`config.mk`:
```
export PLATFORM = sky130hd
export DESIGN_NAME = io_input_debounce
export DESIGN_NICKNAME = d
export VERILOG_FILES = /design/src/rtl/io_input_debounce.sv
export SDC_FILE = /design/constraint.sdc
export NUM_CORES = 1
export LEC_CHECK = 0
export CORE_UTILIZATION = 45
export CTS_CLUSTER_SIZE = 40
export DETAILED_ROUTE_END_ITERATION = 10
export PLACE_DENSITY = 0.71
export SKIP_LAST_GASP = 1
export SYNTH_ARGS = -nofsm -noshare
export SYNTH_HDL_FRONTEND = slang
export SYNTH_SLANG_ARGS = --single-unit
```
`constraint.sdc`:
```
create_clock -name dmem_clk -period 2.8 [get_ports dmem_clk]
set_input_delay 0.28 -clock dmem_clk [delete_from_list [all_inputs] [get_ports dmem_clk]]
set_output_delay 0.28 -clock dmem_clk [all_outputs]
set_load 0.01 [all_outputs]
```
`src/rtl/io_input_debounce.sv`:
```
// Board switch/key conditioner for the data-memory I/O read port: 2-flop sync,
// debounce, key press pulses and CPU-clearable sticky press flags.

module io_key_db #(
   parameter int unsigned DB_CNT = 1000,
   parameter int unsigned CNT_W  = 10
) (
   input  logic dmem_clk,
   input  logic resetn,
   input  logic s2,
   input  logic sticky_clr,
   output logic key_db,
   output logic key_press,
   output logic key_sticky
);

   typedef enum logic {STABLE, PENDING} db_state_e;

   db_state_e        state, state_n;
   logic [CNT_W-1:0] kc, kc_n;
   logic             db_n;
   logic             key_db_q;

   always_ff @(posedge dmem_clk or negedge resetn) begin
      if (!resetn) begin
         state      <= STABLE;
         kc         <= '0;
         key_db     <= 1'b1;
         key_db_q   <= 1'b1;
         key_press  <= 1'b0;
         key_sticky <= 1'b0;
      end else begin
         state      <= state_n;
         kc         <= kc_n;
         key_db     <= db_n;
         key_db_q   <= key_db;
         key_press  <= key_db_q & ~key_db;
         // a press landing in the same cycle as a clear must not be lost
         key_sticky <= (key_sticky & ~sticky_clr) | key_press;
      end
   end

   always_comb begin
      state_n = state;
      kc_n    = kc;
      db_n    = key_db;
      case (state)
         STABLE: begin
            if (s2 != key_db) begin
               state_n = PENDING;
               kc_n    = CNT_W'(1);
            end else begin
               kc_n    = '0;
            end
         end
         PENDING: begin
            if (s2 == key_db) begin
               state_n = STABLE;
               kc_n    = '0;
            end else if (kc == CNT_W'(DB_CNT - 1)) begin
               db_n    = s2;
               kc_n    = '0;
               state_n = STABLE;
            end else begin
               kc_n    = kc + CNT_W'(1);
            end
         end
         default: begin
            state_n = STABLE;
            kc_n    = '0;
         end
      endcase
   end

endmodule

module io_input_debounce #(
   parameter int unsigned DB_CNT = 1000,
   parameter int unsigned CNT_W  = 10
) (
   input  logic        dmem_clk,
   input  logic        resetn,
   input  logic [9:0]  sw_raw,
   input  logic [3:1]  key_raw,
   input  logic [3:1]  sticky_clr,
   output logic [9:0]  sw_db,
   output logic [3:1]  key_db,
   output logic [3:1]  key_press,
   output logic [3:1]  key_sticky
);

   logic [9:0]       sw_s1, sw_s2, sw_last;
   logic [3:1]       key_s1, key_s2;
   logic [CNT_W-1:0] sc;

   always_ff @(posedge dmem_clk or negedge resetn) begin
      if (!resetn) begin
         sw_s1  <= '0;
         sw_s2  <= '0;
         key_s1 <= '1;
         key_s2 <= '1;
      end else begin
         sw_s1  <= sw_raw;
         sw_s2  <= sw_s1;
         key_s1 <= key_raw;
         key_s2 <= key_s1;
      end
   end

   // One shared window for all switches so sw_db only ever moves as a whole vector
   always_ff @(posedge dmem_clk or negedge resetn) begin
      if (!resetn) begin
         sw_last <= '0;
         sw_db   <= '0;
         sc      <= '0;
      end else if (sw_s2 != sw_last) begin
         sw_last <= sw_s2;
         sc      <= '0;
      end else if (sw_last != sw_db) begin
         if (sc == CNT_W'(DB_CNT - 1)) begin
            sw_db <= sw_last;
            sc    <= '0;
         end else begin
            sc    <= sc + CNT_W'(1);
         end
      end else begin
         sc <= '0;
      end
   end

   for (genvar i = 1; i <= 3; i++) begin : g_key
      io_key_db #(.DB_CNT(DB_CNT), .CNT_W(CNT_W)) u_key (
         .dmem_clk   (dmem_clk),
         .resetn     (resetn),
         .s2         (key_s2[i]),
         .sticky_clr (sticky_clr[i]),
         .key_db     (key_db[i]),
         .key_press  (key_press[i]),
         .key_sticky (key_sticky[i])
      );
   end

endmodule

```
# Word-level counts from Yosys, hierarchy flattened
# Cells that the tools add are included.
op_classes:
  reduce_logical: 4
  bitwise_logic: 22
  muxes: 27
  n_eq_ne: 12
  add_sub_neg: 4
ops:
  columns: ["op", "count"]
  rows:
  - ["2-to-1 mux 10 bit", 9]
  - ["one-hot mux 10 bit (2 select lines)", 3]
  - ["adder 10 x 1 -> 10 bit (second input constant)", 4]
  - ["equality test 10 bit (second input constant)", 4]
  - ["!= test 10 bit", 2]
  - ["inverter 1 bit", 13]
  - ["2-to-1 mux 1 bit", 12]
  - ["AND reduction 3 bit", 4]
  - ["AND 1 bit", 6]
  - ["one-hot mux 1 bit (2 select lines)", 3]
  - ["equality test 1 bit", 3]
  - ["!= test 1 bit", 3]
  - ["OR 1 bit", 3]
word_totals:
  in_bits: 18
  output_inout_bits: 19
  word_cells: 94
  ff_bits: 101

# Depth between registers and ports, before layout
# Gate-level depths: netlist of run 1.
depth:
  ltp_word: 4
  ltp_mapped: 6
  ltp_nobuf: 6

# Modules after synthesis
# Synthesis of run 1 repeated with hierarchy kept, for this count alone.
hier_totals:
  hier_cells: 339
  area_unflattened_um2: 4204.0
by_module_without_submodules:
  columns: ["module", "area_per_inst_um2", "seq_area_each_um2", "cells_per_inst", "n_inst"]
  rows:
  - ["io_key_db", 726.9, 377.9, 66, 3]
  - ["io_input_debounce", 2023.2, 1408.9, 141, 1]

# Worst setup path before layout of run 1
# OpenSTA, ideal clock, no wires.
synth_path:
  path_kind: "reg-to-reg"
  startpoint: "register sw_db[6]"
  endpoint: "register sw_db[0]"
  required_ps: 2675
  setup_ps: 125
  stages_incl_launch_ff: 6
  period_less_slack_ps: 1668
  t_arrival_ps: 1543
  n_path_buf: 0
  path_slack_ps: 1132
  path_cell_list: "dfrtp_1 > xor2_1 > nor4_1 > nand4_1 > nand3_4 > mux2_2"
synth_via:
  elab_chain_len: 2
synth_lines:
  columns: ["item", "line_no", "rtl"]
  rows:
  - ["from (decl)", "86", "output logic [9:0] sw_db,"]
  - ["from (signal assigned)", "121", "sw_db <= sw_last;"]
  - ["!= test 10 bit", "119", "end else if (sw_last != sw_db) begin"]
  - ["AND reduction 3 bit (no line)", null, null]
# No other way between the ends.
# A chain may end at the register's enable or synchronous reset.

# Worst setup path after layout of run 1
layout_path:
  startpoint: "register sw_last[7]"
  endpoint: "register sw_db[9]"
layout_via:
  elab_chain_len: 3
  elab_cells_between_ends: 4
  classes_between: "2 x eq/ne; 1 x bitwise; 1 x reduce/logical"
layout_lines:
  columns: ["item", "line_no", "rtl"]
  rows:
  - ["from (decl)", "92", "logic [9:0] sw_s1, sw_s2, sw_last;"]
  - ["from (signal assigned)", "117", "sw_last <= sw_s2;"]
  - ["!= test 10 bit", "116", "end else if (sw_s2 != sw_last) begin"]
  - ["inverter 1 bit (no line)", null, null]
  - ["AND reduction 3 bit (no line) *", null, null]
# Mark *: on every way between the ends. The rest lies on a longest branch, timed or not.

==> impl_metrics.xml, run 1 <==
<?xml version="1.0" encoding="UTF-8"?>
<metrics>
  <group name="clocking">
    <metric name="clk_pin_slew" unit="ps">100</metric>
    <metric name="cts_buffers" unit="">9</metric>
    <metric name="post_cts.resized_instances" unit="">0</metric>
    <metric name="tritoncts" unit="">done</metric>
    <metric name="cts_root_buffer" unit="">sky130_fd_sc_hd__clkbuf_8</metric>
    <metric name="clk_path_buf_depth" unit="">2</metric>
    <metric name="cts.sinks" unit="">101</metric>
    <metric name="clkLatencyLatePin" unit="ps">360</metric>
    <metric name="cts_htree_levels" unit="">3</metric>
  </group>
  <group name="yosys">
    <metric name="synth_flop_cell" unit="">sky130_fd_sc_hd__dfrtp_1</metric>
    <metric name="synth_largest_type_area_fraction" unit="%">55.8</metric>
    <metric name="synth_simple_gate_area_share" unit="%">14.6</metric>
    <metric name="yosys-top-cells-count" unit="">89 x sky130_fd_sc_hd__dfrtp_1, 38 x sky130_fd_sc_hd__nor2_1, 31 x sky130_fd_sc_hd__xnor2_1</metric>
    <metric name="synth_top_family_by_area" unit="">simple AND/OR/NAND/NOR gates</metric>
    <metric name="synth_edf_count" unit="">0</metric>
    <metric name="syn_inst_count" unit="">320</metric>
    <metric name="seq_cells_post_synth" unit="">101</metric>
    <metric name="ys_warn_count" unit="">0</metric>
    <metric name="synth.avg_cell_area" unit="µm²">12.5</metric>
    <metric name="synth_seq_area_share" unit="%">63.7</metric>
    <metric name="fraction_of_the_mapped_netlist_area_in_compound_gates" unit="%">1.63</metric>
    <metric name="post_synth_main_area_contributors" unit="">sky130_fd_sc_hd__dfrtp_1 56%, sky130_fd_sc_hd__dfstp_2 7.9%, sky130_fd_sc_hd__xnor2_1 6.8%</metric>
    <metric name="synth_top_area_cell" unit="">sky130_fd_sc_hd__dfrtp_1</metric>
    <metric name="yosys-mux-area-fraction" unit="%">3.67</metric>
    <metric name="synth.cell_area" unit="mm²">0.00399</metric>
    <metric name="yosys.cell_count.top_type" unit="">sky130_fd_sc_hd__dfrtp_1</metric>
    <metric name="post_synth_fa_ha_maj_area_fraction" unit="%">1.25</metric>
    <metric name="xor_and_xnor_fraction_of_the_mapped_netlist_area" unit="%">11.6</metric>
    <metric name="synth_async_sr_flop_share" unit="%">100</metric>
    <metric name="netlist-cell-type-count" unit="">29</metric>
    <metric name="synth_fp_nets" unit="">342</metric>
  </group>
  <group name="grt">
    <metric name="antenna_found_initial" unit="">0</metric>
    <metric name="first_global_vias" unit="">2283</metric>
    <metric name="global_route_usage_over_all_layers" unit="%">15.0</metric>
    <metric name="grt_max_degree" unit="">80</metric>
    <metric name="grt_pass1_wl" unit="µm">10500</metric>
    <metric name="global_route.overflow_total" unit="">0</metric>
  </group>
  <group name="cells_and_area">
    <metric name="ff_latch_area" unit="mm²">0.00254</metric>
    <metric name="fin_cells" unit="">460</metric>
    <metric name="multiInputGateArea" unit="mm²">0.00131</metric>
    <metric name="layout.nets" unit="">369</metric>
    <metric name="post_route_cells_drive_above_1_share" unit="%">13.9</metric>
    <metric name="antenna_cells" unit="">0</metric>
    <metric name="fillCellCount" unit="">760</metric>
    <metric name="syn2layout_area_growth" unit="%">15.3</metric>
  </group>
  <group name="sta">
    <metric name="final_period_minus_worst_setup_slack" unit="ps">1870</metric>
    <metric name="fin_skew" unit="ps">13.2</metric>
    <metric name="finalMaxSlewViolations" unit="">0</metric>
    <metric name="setup_viol" unit="">0</metric>
    <metric name="rsz0062_at_grt" unit="">false</metric>
    <metric name="final.setup.tns" unit="ps">0</metric>
    <metric name="final.period_utilization" unit="%">66.7</metric>
    <metric name="achievable-frequency" unit="MHz">535</metric>
    <metric name="timing.max_slew.rel_slack" unit="%">72.2</metric>
    <metric name="final_hold_viol_count" unit="">0</metric>
    <metric name="transition_time_at_the_pin_with_the_least_slew_margin" unit="ps">413</metric>
  </group>
  <group name="worst_setup_path">
    <metric name="setup.worst_path.class" unit="">flop to flop</metric>
    <metric name="worst_setup_path_start_kind" unit="">flop</metric>
    <metric name="critical-path-slowest-cell" unit="">sky130_fd_sc_hd__dfrtp_1</metric>
    <metric name="max_stage_delay" unit="ps">420</metric>
    <metric name="worst-path-max-fanout" unit="">10</metric>
    <metric name="critPathBufInv" unit="">0</metric>
    <metric name="timing.critical_path.cells" unit="">xor2_1, nor4_1, nand4_1, nand3_4, mux2_2</metric>
    <metric name="critical_path.top_delay_family" unit="">simple AND/OR/NAND/NOR gates</metric>
    <metric name="cp.required" unit="ps">3040</metric>
    <metric name="critPathArrivalTime" unit="ps">2110</metric>
    <metric name="timing.critical_path.to_type" unit="">flop</metric>
  </group>
  <group name="route">
    <metric name="ant_nets" unit="">0</metric>
    <metric name="drcViolationCount" unit="">0</metric>
    <metric name="drt-wirelength-per-cell" unit="µm">12.8</metric>
    <metric name="post_drt_via_cell_ratio" unit="">4.89</metric>
    <metric name="dr.first_iter.drc_count" unit="">72</metric>
    <metric name="overall_routed_net_length" unit="µm">5890</metric>
    <metric name="via_count" unit="">2251</metric>
    <metric name="drt-pass1-iter-count" unit="">4</metric>
  </group>
  <group name="flow_run">
    <metric name="max_cap_viol_count" unit="">0</metric>
  </group>
  <group name="die">
    <metric name="floorplan.initialDensity" unit="%">46.2</metric>
    <metric name="dieWidth" unit="µm">96.2</metric>
    <metric name="die_height" unit="µm">96.2</metric>
    <metric name="core_ar" unit="mm²">0.00864</metric>
    <metric name="total_die_area" unit="mm²">0.00926</metric>
    <metric name="ioPinCount" unit="">37</metric>
    <metric name="core.rowCount" unit="">34</metric>
  </group>
  <group name="power">
    <metric name="power.static_leakage" unit="nW">2.03</metric>
    <metric name="design_power_total" unit="mW">2.56</metric>
    <metric name="ir_drop" unit="µV">355</metric>
    <metric name="power_density" unit="mW/mm²">556</metric>
  </group>
  <group name="min_path">
    <metric name="min-delay-path-class" unit="">primary input to flop</metric>
  </group>
  <group name="placement">
    <metric name="gp_routability_congestion" unit="">0.767</metric>
    <metric name="buffer_ports.inserted" unit="">36</metric>
    <metric name="place_inst" unit="">443</metric>
    <metric name="hpwl" unit="µm">4010</metric>
  </group>
  <group name="status">
    <metric name="status" unit="">completed</metric>
  </group>
</metrics>
## kinds of logic (layout without fill, tap and decap cells)
logic type,Yosys count,after routing
buffers and inverters,29,61
XOR/XNOR,53,53
flip-flops,101,101
multiplexers,13,13
AND/OR/NAND/NOR,110,110
AO/OA/AOI/OAI,10,10
adder cells (fa/ha/maj),4,4
## where the power goes
part           leakage (nW)  internal (mW)  switching (mW)
sequential             1.29           1.50          0.0238
clock                 0.105          0.426           0.511
combinational         0.638         0.0468          0.0536
total                  2.03           1.97           0.588
## timing repair
item,4_1_cts,5_1_grt
hold buffers,1,0
buffers inserted,0,0
hold endpoints to repair,18,0
## worst reg2reg max path: cells and delay by family (launching register included)
kind / cells / cell delay, ps
multiplexers: 1 / 360
flip-flops: 1 / 420
AND/OR/NAND/NOR: 3 / 800
XOR/XNOR: 1 / 170
## stage by stage
step | area (µm²) | hold WS, ps | setup slack (ps) | utilization, %
2_1_floorplan | 3990 | -15.6 | 1130 | -
3_3_place_gp | 4390 | 192 | 989 | 50.8
3_5_place_dp | 4390 | 193 | 944 | 50.8
4_1_cts | 4600 | 291 | 915 | 53.3
5_1_grt | 4600 | 295 | 722 | 53.3
6_report | 4600 | 313 | 932 | 53.3
## placed cells by master (no fill, tap or decap), types with 4 or more instances in the layout
cell                              Yosys  layout
sky130_fd_sc_hd__dfrtp_1             89      89
sky130_fd_sc_hd__nor2_1              38      38
sky130_fd_sc_hd__clkdlybuf4s50_1      0      35
sky130_fd_sc_hd__xnor2_1             31      31
sky130_fd_sc_hd__xor2_1              22      22
sky130_fd_sc_hd__nand3_1             14      14
sky130_fd_sc_hd__and3_1              13      13
sky130_fd_sc_hd__mux2_2              13      13
sky130_fd_sc_hd__dfstp_2             12      12
sky130_fd_sc_hd__nand2_1             11      11
sky130_fd_sc_hd__clkbuf_8             0       9
sky130_fd_sc_hd__nand4_1              8       8
sky130_fd_sc_hd__inv_1                7       7
sky130_fd_sc_hd__nor2b_1              6       6
sky130_fd_sc_hd__and2_1               4       4
sky130_fd_sc_hd__nor4_1               4       4
sky130_fd_sc_hd__ha_1                 4       4
sky130_fd_sc_hd__inv_6                0       4
## registers in the layout, summed over array words and instances (netlist names), 10 cells and up
signal          flops
sw_s1              10
sc                 10
g_key.u_key.kc     30
sw_db              10
sw_last            10
sw_s2              10
## final timing paths
| kind | cells past startpoint | slack [ps] | to | from |
|---|---|---|---|---|
| min reg2reg | 0 | 350 | sw_s2[0] | sw_s1[0] |
| max reg2reg | 5 | 930 | sw_db[9] | sw_last[7] |
| min | 1 | 310 | key_s1[3] | key_raw[3] |
| max in group asynchronous | 3 | 1740 | g_key[3].u_key.key_db | resetn |
| max | 5 | 930 | sw_db[9] | sw_last[7] |
| min in group asynchronous | 2 | 350 | sw_s2[7] | resetn |
## layer usage
metal / up-vias / wire length [µm] / GRT usage [%]
met5: - / 0 / 0
met4: 0 / 76 / 5.60
met3: 9 / 220 / 3.79
met2: 36 / 2850 / 24.5
met1: 1117 / 2740 / 19.2
li1: 1089 / - / -
## final cells by class
class / count / area share [%]
clock inverter: 7 / 1.71
multi-input combinational: 190 / 28.4
timing repair buffer: 38 / 8.43
tap: 108 / 2.94
clock buffer: 9 / 2.69
inverter: 7 / 0.571
sequential: 101 / 55.2
Note: power is estimated with default switching activity, not from simulation.
==> run 2, diff against run 1 <==
==> constraint.sdc (replaced) <==
create_clock -name dmem_clk -period 1.75 [get_ports dmem_clk]
set_input_delay 0.175 -clock dmem_clk [delete_from_list [all_inputs] [get_ports dmem_clk]]
set_output_delay 0.175 -clock dmem_clk [all_outputs]
set_load 0.01 [all_outputs]
==> impl_metrics.xml, run 2 (synthesized netlist as in run 1, its figures left out) <==
<?xml version="1.0" encoding="UTF-8"?>
<metrics>
  <group name="worst_setup_path">
    <metric name="worst-path-max-fanout" unit="">5</metric>
    <metric name="timing.critical_path.to_type" unit="">flop</metric>
    <metric name="critPathBufInv" unit="">1</metric>
    <metric name="worst_setup_path_start_kind" unit="">flop</metric>
    <metric name="cp.required" unit="ps">2010</metric>
    <metric name="timing.critical_path.cells" unit="">xnor2_1, nand4_1, nor4_4, buf_4, nand3_4, mux2_4</metric>
    <metric name="max_stage_delay" unit="ps">430</metric>
    <metric name="critical-path-slowest-cell" unit="">sky130_fd_sc_hd__dfrtp_1</metric>
    <metric name="critical_path.top_delay_family" unit="">simple AND/OR/NAND/NOR gates</metric>
    <metric name="critPathArrivalTime" unit="ps">2070</metric>
    <metric name="setup.worst_path.class" unit="">flop to flop</metric>
  </group>
  <group name="clocking">
    <metric name="cts_htree_levels" unit="">3</metric>
    <metric name="clk_pin_slew" unit="ps">100</metric>
    <metric name="clkLatencyLatePin" unit="ps">370</metric>
    <metric name="cts_buffers" unit="">9</metric>
    <metric name="clk_path_buf_depth" unit="">2</metric>
    <metric name="tritoncts" unit="">done</metric>
    <metric name="cts.sinks" unit="">101</metric>
    <metric name="cts_root_buffer" unit="">sky130_fd_sc_hd__clkbuf_8</metric>
  </group>
  <group name="die">
    <metric name="dieWidth" unit="µm">96.2</metric>
    <metric name="core.rowCount" unit="">34</metric>
    <metric name="floorplan.initialDensity" unit="%">46.2</metric>
    <metric name="die_height" unit="µm">96.2</metric>
    <metric name="total_die_area" unit="mm²">0.00926</metric>
    <metric name="core_ar" unit="mm²">0.00864</metric>
    <metric name="ioPinCount" unit="">37</metric>
  </group>
  <group name="sta">
    <metric name="finalMaxSlewViolations" unit="">0</metric>
    <metric name="rsz0062_at_grt" unit="">true</metric>
    <metric name="achievable-frequency" unit="MHz">553</metric>
    <metric name="final_period_minus_worst_setup_slack" unit="ps">1810</metric>
    <metric name="timing.max_slew.rel_slack" unit="%">72.6</metric>
    <metric name="transition_time_at_the_pin_with_the_least_slew_margin" unit="ps">410</metric>
    <metric name="fin_skew" unit="ps">12.6</metric>
    <metric name="final.period_utilization" unit="%">103</metric>
    <metric name="setup_viol" unit="">10</metric>
    <metric name="layout_setup_ws" unit="ps">-57.4</metric>
    <metric name="final.setup.tns" unit="ps">-380</metric>
    <metric name="final_hold_viol_count" unit="">0</metric>
  </group>
  <group name="grt">
    <metric name="grt_max_degree" unit="">37</metric>
    <metric name="grt_pass1_wl" unit="µm">11000</metric>
    <metric name="first_global_vias" unit="">2397</metric>
    <metric name="global_route_usage_over_all_layers" unit="%">15.9</metric>
    <metric name="global_route.overflow_total" unit="">0</metric>
    <metric name="antenna_found_initial" unit="">0</metric>
  </group>
  <group name="power">
    <metric name="power.static_leakage" unit="nW">2.13</metric>
    <metric name="power_density" unit="mW/mm²">860</metric>
    <metric name="power.combinational.fraction" unit="%">4.3</metric>
    <metric name="reported_net_switching_power" unit="mW">0.953</metric>
    <metric name="power_frac_seq" unit="%">58.5</metric>
    <metric name="switching_share" unit="%">22.9</metric>
    <metric name="ir_drop" unit="µV">368</metric>
    <metric name="cell_internal_pwr" unit="mW">3.21</metric>
    <metric name="clock_power_share" unit="%">37.2</metric>
  </group>
  <group name="cells_and_area">
    <metric name="layout_common_cells" unit="">89 x sky130_fd_sc_hd__dfrtp_1, 35 x sky130_fd_sc_hd__clkdlybuf4s50_1, 30 x sky130_fd_sc_hd__nor2_1</metric>
    <metric name="mostFrequentLayoutCell" unit="">sky130_fd_sc_hd__dfrtp_1</metric>
    <metric name="postLayoutCellArea" unit="mm²">0.00484</metric>
    <metric name="post_route_cells_drive_above_1_share" unit="%">20.7</metric>
    <metric name="syn2layout_area_growth" unit="%">21.1</metric>
    <metric name="registers.top_by_ff_count" unit="">g_key.u_key.kc</metric>
    <metric name="antenna_cells" unit="">0</metric>
    <metric name="fin_cells" unit="">475</metric>
    <metric name="layout.nets" unit="">384</metric>
    <metric name="largest_register_ff_count" unit="">30</metric>
  </group>
  <group name="placement">
    <metric name="hpwl" unit="µm">4380</metric>
    <metric name="place_inst" unit="">451</metric>
    <metric name="buffer_ports.inserted" unit="">36</metric>
    <metric name="gp_routability_congestion" unit="">0.795</metric>
    <metric name="detailedPlace.worstSlack" unit="ps">-73.9</metric>
    <metric name="cell_area_after_placement" unit="mm²">0.00445</metric>
  </group>
  <group name="route">
    <metric name="ant_nets" unit="">0</metric>
    <metric name="drcViolationCount" unit="">0</metric>
    <metric name="drt-wirelength-per-cell" unit="µm">13.7</metric>
    <metric name="dr.first_iter.drc_count" unit="">84</metric>
    <metric name="via_count" unit="">2350</metric>
    <metric name="drt-pass1-iter-count" unit="">4</metric>
    <metric name="post_drt_via_cell_ratio" unit="">4.95</metric>
    <metric name="overall_routed_net_length" unit="µm">6530</metric>
  </group>
  <group name="min_path">
    <metric name="min-delay-path-class" unit="">primary input to flop</metric>
  </group>
  <group name="flow_run">
    <metric name="max_cap_viol_count" unit="">0</metric>
  </group>
  <group name="status">
    <metric name="status" unit="">complete, but fails checks</metric>
    <metric name="failing_checks" unit="">negative setup slack</metric>
  </group>
</metrics>
run 2: layout make-up:
type                    count  area (µm²)
fillers                   741        3800
inverters                   7        26.3
flip-flops and latches    101        2540
clock buffers              10         138
repair buffers             52         508
well taps                 108         135
clock inverters             6        75.1
multi-input cells         191        1410
run 2: per-stage QoR:
step / hold WS (ps) / utilization (%) / total power, mW
after floorplan: -121 / - / 2.54
after global placement: 137 / 51.5 / 2.64
after detailed placement: 136 / 51.5 / 2.65
after CTS: 186 / 54.9 / 4.21
after global routing: 197 / 56.0 / 4.31
final: 199 / 56.0 / 4.16
run 2: power by group through the flow:
stage / registers [mW] / clock network (mW) / logic (mW)
floorplan: 2.47 / 0 / 0.0717
global placement: 2.47 / 0 / 0.168
detailed placement: 2.48 / 0 / 0.171
CTS: 2.43 / 1.60 / 0.180
global route: 2.44 / 1.67 / 0.204
finish: 2.43 / 1.55 / 0.180
run 2: metal layers:
metal  GRT usage (%)  share of wire (%)  up-vias
met5               0                  0        -
met4            8.21                2.4        0
met3            2.61                2.3       14
met2            25.6                 49       39
met1            20.6                 46     1172
li1                -                  -     1125
run 2: path summary, 6_finish.rpt:
| check | startpoint | endpoint | slack (ps) | depth (start not counted) |
|---|---|---|---|---|
| max reg2reg | sw_last[6] | sw_db[4] | -60 | 6 |
| min | key_raw[2] | key_s1[2] | 200 | 1 |
| max | sw_last[6] | sw_db[4] | -60 | 6 |
| min reg2reg | sw_s1[0] | sw_s2[0] | 350 | 0 |
| min in group asynchronous | resetn | sw_last[1] | 280 | 2 |
| max in group asynchronous | resetn | g_key[1].u_key.key_db | 810 | 3 |
run 2: worst register-to-register path, stage by stage (launching register included):
cell                      delay, ps
sky130_fd_sc_hd__dfrtp_1        430
sky130_fd_sc_hd__xnor2_1        160
sky130_fd_sc_hd__nand4_1        180
sky130_fd_sc_hd__nor4_4         290
sky130_fd_sc_hd__buf_4          200
sky130_fd_sc_hd__nand3_4        130
sky130_fd_sc_hd__mux2_4         320
run 2: timing repair:
action / in CTS / in global routing
endpoints found under the hold margin: 29 / 0
endpoints found under the setup margin: 12 / 18
gates cloned: 1 / 0
resized for setup: 6 / 19
hold buffers: 1 / 0
setup buffers: 4 / 2
pin swaps: 5 / 9
==> run 3, diff against run 2 <==
--- a/config.mk
+++ b/config.mk
@@ -5,7 +5,9 @@
 export SDC_FILE = /design/constraint.sdc
 export NUM_CORES = 1
 export LEC_CHECK = 0
+export CORE_MARGIN = 3
 export CORE_UTILIZATION = 45
+export CTS_BUF_LIST = sky130_fd_sc_hd__clkbuf_8
 export CTS_CLUSTER_SIZE = 40
 export DETAILED_ROUTE_END_ITERATION = 10
 export PLACE_DENSITY = 0.71
==> impl_metrics.xml, run 3 (synthesized netlist as in run 1, its figures left out) <==
<?xml version="1.0" encoding="UTF-8"?>
<metrics>
  <group name="status">
    <metric name="status" unit="">complete, but fails checks</metric>
    <metric name="failing_checks" unit="">negative setup slack</metric>
  </group>
  <group name="power">
    <metric name="power.static_leakage" unit="nW">2.19</metric>
    <metric name="ir_drop" unit="µV">502</metric>
    <metric name="design_power_total" unit="mW">4.33</metric>
    <metric name="power_density" unit="mW/mm²">886</metric>
  </group>
  <group name="route">
    <metric name="post_drt_via_cell_ratio" unit="">4.89</metric>
    <metric name="dr.first_iter.drc_count" unit="">80</metric>
    <metric name="drt-wirelength-per-cell" unit="µm">13.3</metric>
    <metric name="ant_nets" unit="">0</metric>
    <metric name="via_count" unit="">2340</metric>
    <metric name="drt-pass1-iter-count" unit="">4</metric>
    <metric name="drcViolationCount" unit="">0</metric>
    <metric name="overall_routed_net_length" unit="µm">6380</metric>
  </group>
  <group name="worst_setup_path">
    <metric name="setup.worst_path.class" unit="">flop to flop</metric>
    <metric name="cp.required" unit="ps">1990</metric>
    <metric name="worst_setup_path_start_kind" unit="">flop</metric>
    <metric name="worst_r2r_start" unit="">sw_last[4]</metric>
    <metric name="timing.critical_path.to_type" unit="">flop</metric>
    <metric name="crit-reg2reg-capture" unit="">sw_db[1]</metric>
    <metric name="r2r_slack" unit="ps">-50</metric>
    <metric name="critPathArrivalTime" unit="ps">2040</metric>
    <metric name="worstRegToRegCells" unit="">7</metric>
    <metric name="worst-path-max-fanout" unit="">5</metric>
  </group>
  <group name="cells_and_area">
    <metric name="finalCoreUtilization" unit="%">58.0</metric>
    <metric name="registers.top_by_ff_count" unit="">g_key.u_key.kc</metric>
    <metric name="syn2layout_area_growth" unit="%">22.3</metric>
    <metric name="multiInputGateArea" unit="mm²">0.00140</metric>
    <metric name="ff_latch_area" unit="mm²">0.00254</metric>
    <metric name="fillCellCount" unit="">703</metric>
    <metric name="largest_register_ff_count" unit="">30</metric>
    <metric name="layout_common_cells" unit="">89 x sky130_fd_sc_hd__dfrtp_1, 36 x sky130_fd_sc_hd__nor2_1, 35 x sky130_fd_sc_hd__clkdlybuf4s50_1</metric>
    <metric name="layout.nets" unit="">391</metric>
    <metric name="mostFrequentLayoutCell" unit="">sky130_fd_sc_hd__dfrtp_1</metric>
    <metric name="antenna_cells" unit="">0</metric>
    <metric name="post_route_cells_drive_above_1_share" unit="%">20.3</metric>
  </group>
  <group name="sta">
    <metric name="final_period_minus_worst_setup_slack" unit="ps">1800</metric>
    <metric name="timing.max_slew.rel_slack" unit="%">67.2</metric>
    <metric name="fin_skew" unit="ps">12.0</metric>
    <metric name="setup_viol" unit="">9</metric>
    <metric name="final.period_utilization" unit="%">103</metric>
    <metric name="rsz0062_at_grt" unit="">true</metric>
    <metric name="layout_setup_ws" unit="ps">-48.6</metric>
    <metric name="finalMaxSlewViolations" unit="">0</metric>
    <metric name="transition_time_at_the_pin_with_the_least_slew_margin" unit="ps">491</metric>
    <metric name="holdWs" unit="ps">219</metric>
    <metric name="final_hold_viol_count" unit="">0</metric>
    <metric name="achievable-frequency" unit="MHz">556</metric>
  </group>
  <group name="clocking">
    <metric name="cts_buffers" unit="">9</metric>
    <metric name="cts_root_buffer" unit="">sky130_fd_sc_hd__clkbuf_8</metric>
    <metric name="clkLatencyLatePin" unit="ps">350</metric>
    <metric name="clk_pin_slew" unit="ps">90</metric>
    <metric name="cts.sinks" unit="">101</metric>
    <metric name="tritoncts" unit="">done</metric>
    <metric name="clk_path_buf_depth" unit="">2</metric>
    <metric name="cts_htree_levels" unit="">3</metric>
  </group>
  <group name="grt">
    <metric name="grt_max_degree" unit="">39</metric>
    <metric name="globalRoute.busiestLayer" unit="">met2</metric>
    <metric name="met3_routing_resource_usage_after_global_routing" unit="%">4.52</metric>
    <metric name="grt_use_met2" unit="%">21.5</metric>
    <metric name="antenna_found_initial" unit="">0</metric>
    <metric name="global_route.overflow_total" unit="">0</metric>
    <metric name="gr-usage-met1" unit="%">19.1</metric>
    <metric name="global_route_usage_over_all_layers" unit="%">13.9</metric>
    <metric name="grt_pass1_wl" unit="µm">11100</metric>
    <metric name="first_global_vias" unit="">2411</metric>
  </group>
  <group name="die">
    <metric name="core_ar" unit="mm²">0.00842</metric>
    <metric name="dieWidth" unit="µm">100</metric>
    <metric name="total_die_area" unit="mm²">0.0100</metric>
    <metric name="floorplan.initialDensity" unit="%">47.4</metric>
    <metric name="die_height" unit="µm">100</metric>
    <metric name="ioPinCount" unit="">37</metric>
    <metric name="core.rowCount" unit="">33</metric>
  </group>
  <group name="min_path">
    <metric name="hold_depth" unit="">1</metric>
    <metric name="worstHoldEndpoint" unit="">key_s1[3]</metric>
    <metric name="min-delay-path-class" unit="">primary input to flop</metric>
    <metric name="holdCritStartpoint" unit="">key_raw[3]</metric>
  </group>
  <group name="placement">
    <metric name="gp_routability_congestion" unit="">0.772</metric>
    <metric name="hpwl" unit="µm">4220</metric>
    <metric name="buffer_ports.inserted" unit="">36</metric>
    <metric name="detailedPlace.worstSlack" unit="ps">-71.3</metric>
  </group>
  <group name="flow_run">
    <metric name="max_cap_viol_count" unit="">0</metric>
  </group>
</metrics>
==> run 3: stage by stage <==
stage	cells	TNS, ps	area, µm²
after floorplan	320	0	3990
after global placement	452	-0.0772	4480
after detailed placement	452	-655	4480
after CTS	478	-83.3	4840
after global routing	479	-2020	4890
final	479	-249	4890
==> run 3: cell type report <==
type / instances / share of cell area (%)
Clock buffer: 9 / 2.54
Clock inverter: 7 / 2.33
Inverter: 7 / 0.538
Multi-Input combinational cell: 191 / 28.6
Sequential cell: 101 / 52.0
Tap cell: 105 / 2.69
Timing Repair Buffer: 59 / 11.3
==> run 3: layer usage <==
| layer | vias up | routed length (µm) | share of wire (%) |
|---|---|---|---|
| met2 | 36 | 3010 | 47 |
| met1 | 1156 | 3070 | 48 |
| li1 | 1141 | - | - |
| met4 | 0 | 55 | 0.86 |
| met3 | 7 | 241 | 3.8 |
| met5 | - | 0 | 0 |
==> run 3: critical path, stage by stage, from the launching register on <==
cell	delay, ps
sky130_fd_sc_hd__dfrtp_1	390
sky130_fd_sc_hd__buf_4	150
sky130_fd_sc_hd__xnor2_2	110
sky130_fd_sc_hd__nand4_1	200
sky130_fd_sc_hd__nor4_4	180
sky130_fd_sc_hd__buf_4	190
sky130_fd_sc_hd__nand3_4	140
sky130_fd_sc_hd__mux2_4	320
==> run 3: worst max path at each step <==
stage	end	startpoint	cells past startpoint
floorplan	sw_db[0]	sw_db[6]	5
global placement	sw_db[5]	sw_last[3]	5
detailed placement	sw_db[5]	sw_last[6]	5
CTS	sw_db[9]	sw_db[4]	6
global route	sw_db[6]	sw_last[1]	6
finish	sw_db[1]	sw_last[4]	7
==> run 3: power by group <==
part	internal (mW)	switching, mW	total (mW)	leakage (nW)
Sequential	2.39	0.0373	2.43	1.29
Clock	0.945	0.768	1.71	0.122
Combinational	0.0883	0.0950	0.183	0.784
==> run 3: timing repair <==
| item | 4_1_cts | 5_1_grt |
|---|---|---|
| pin swaps | 9 | 7 |
| hold endpoints to repair | 33 | 0 |
| gates resized for setup | 8 | 9 |
| endpoints found under the setup margin | 10 | 19 |
| buffers inserted | 9 | 1 |
| hold buffers | 1 | 0 |
| gates cloned | 1 | 0 |
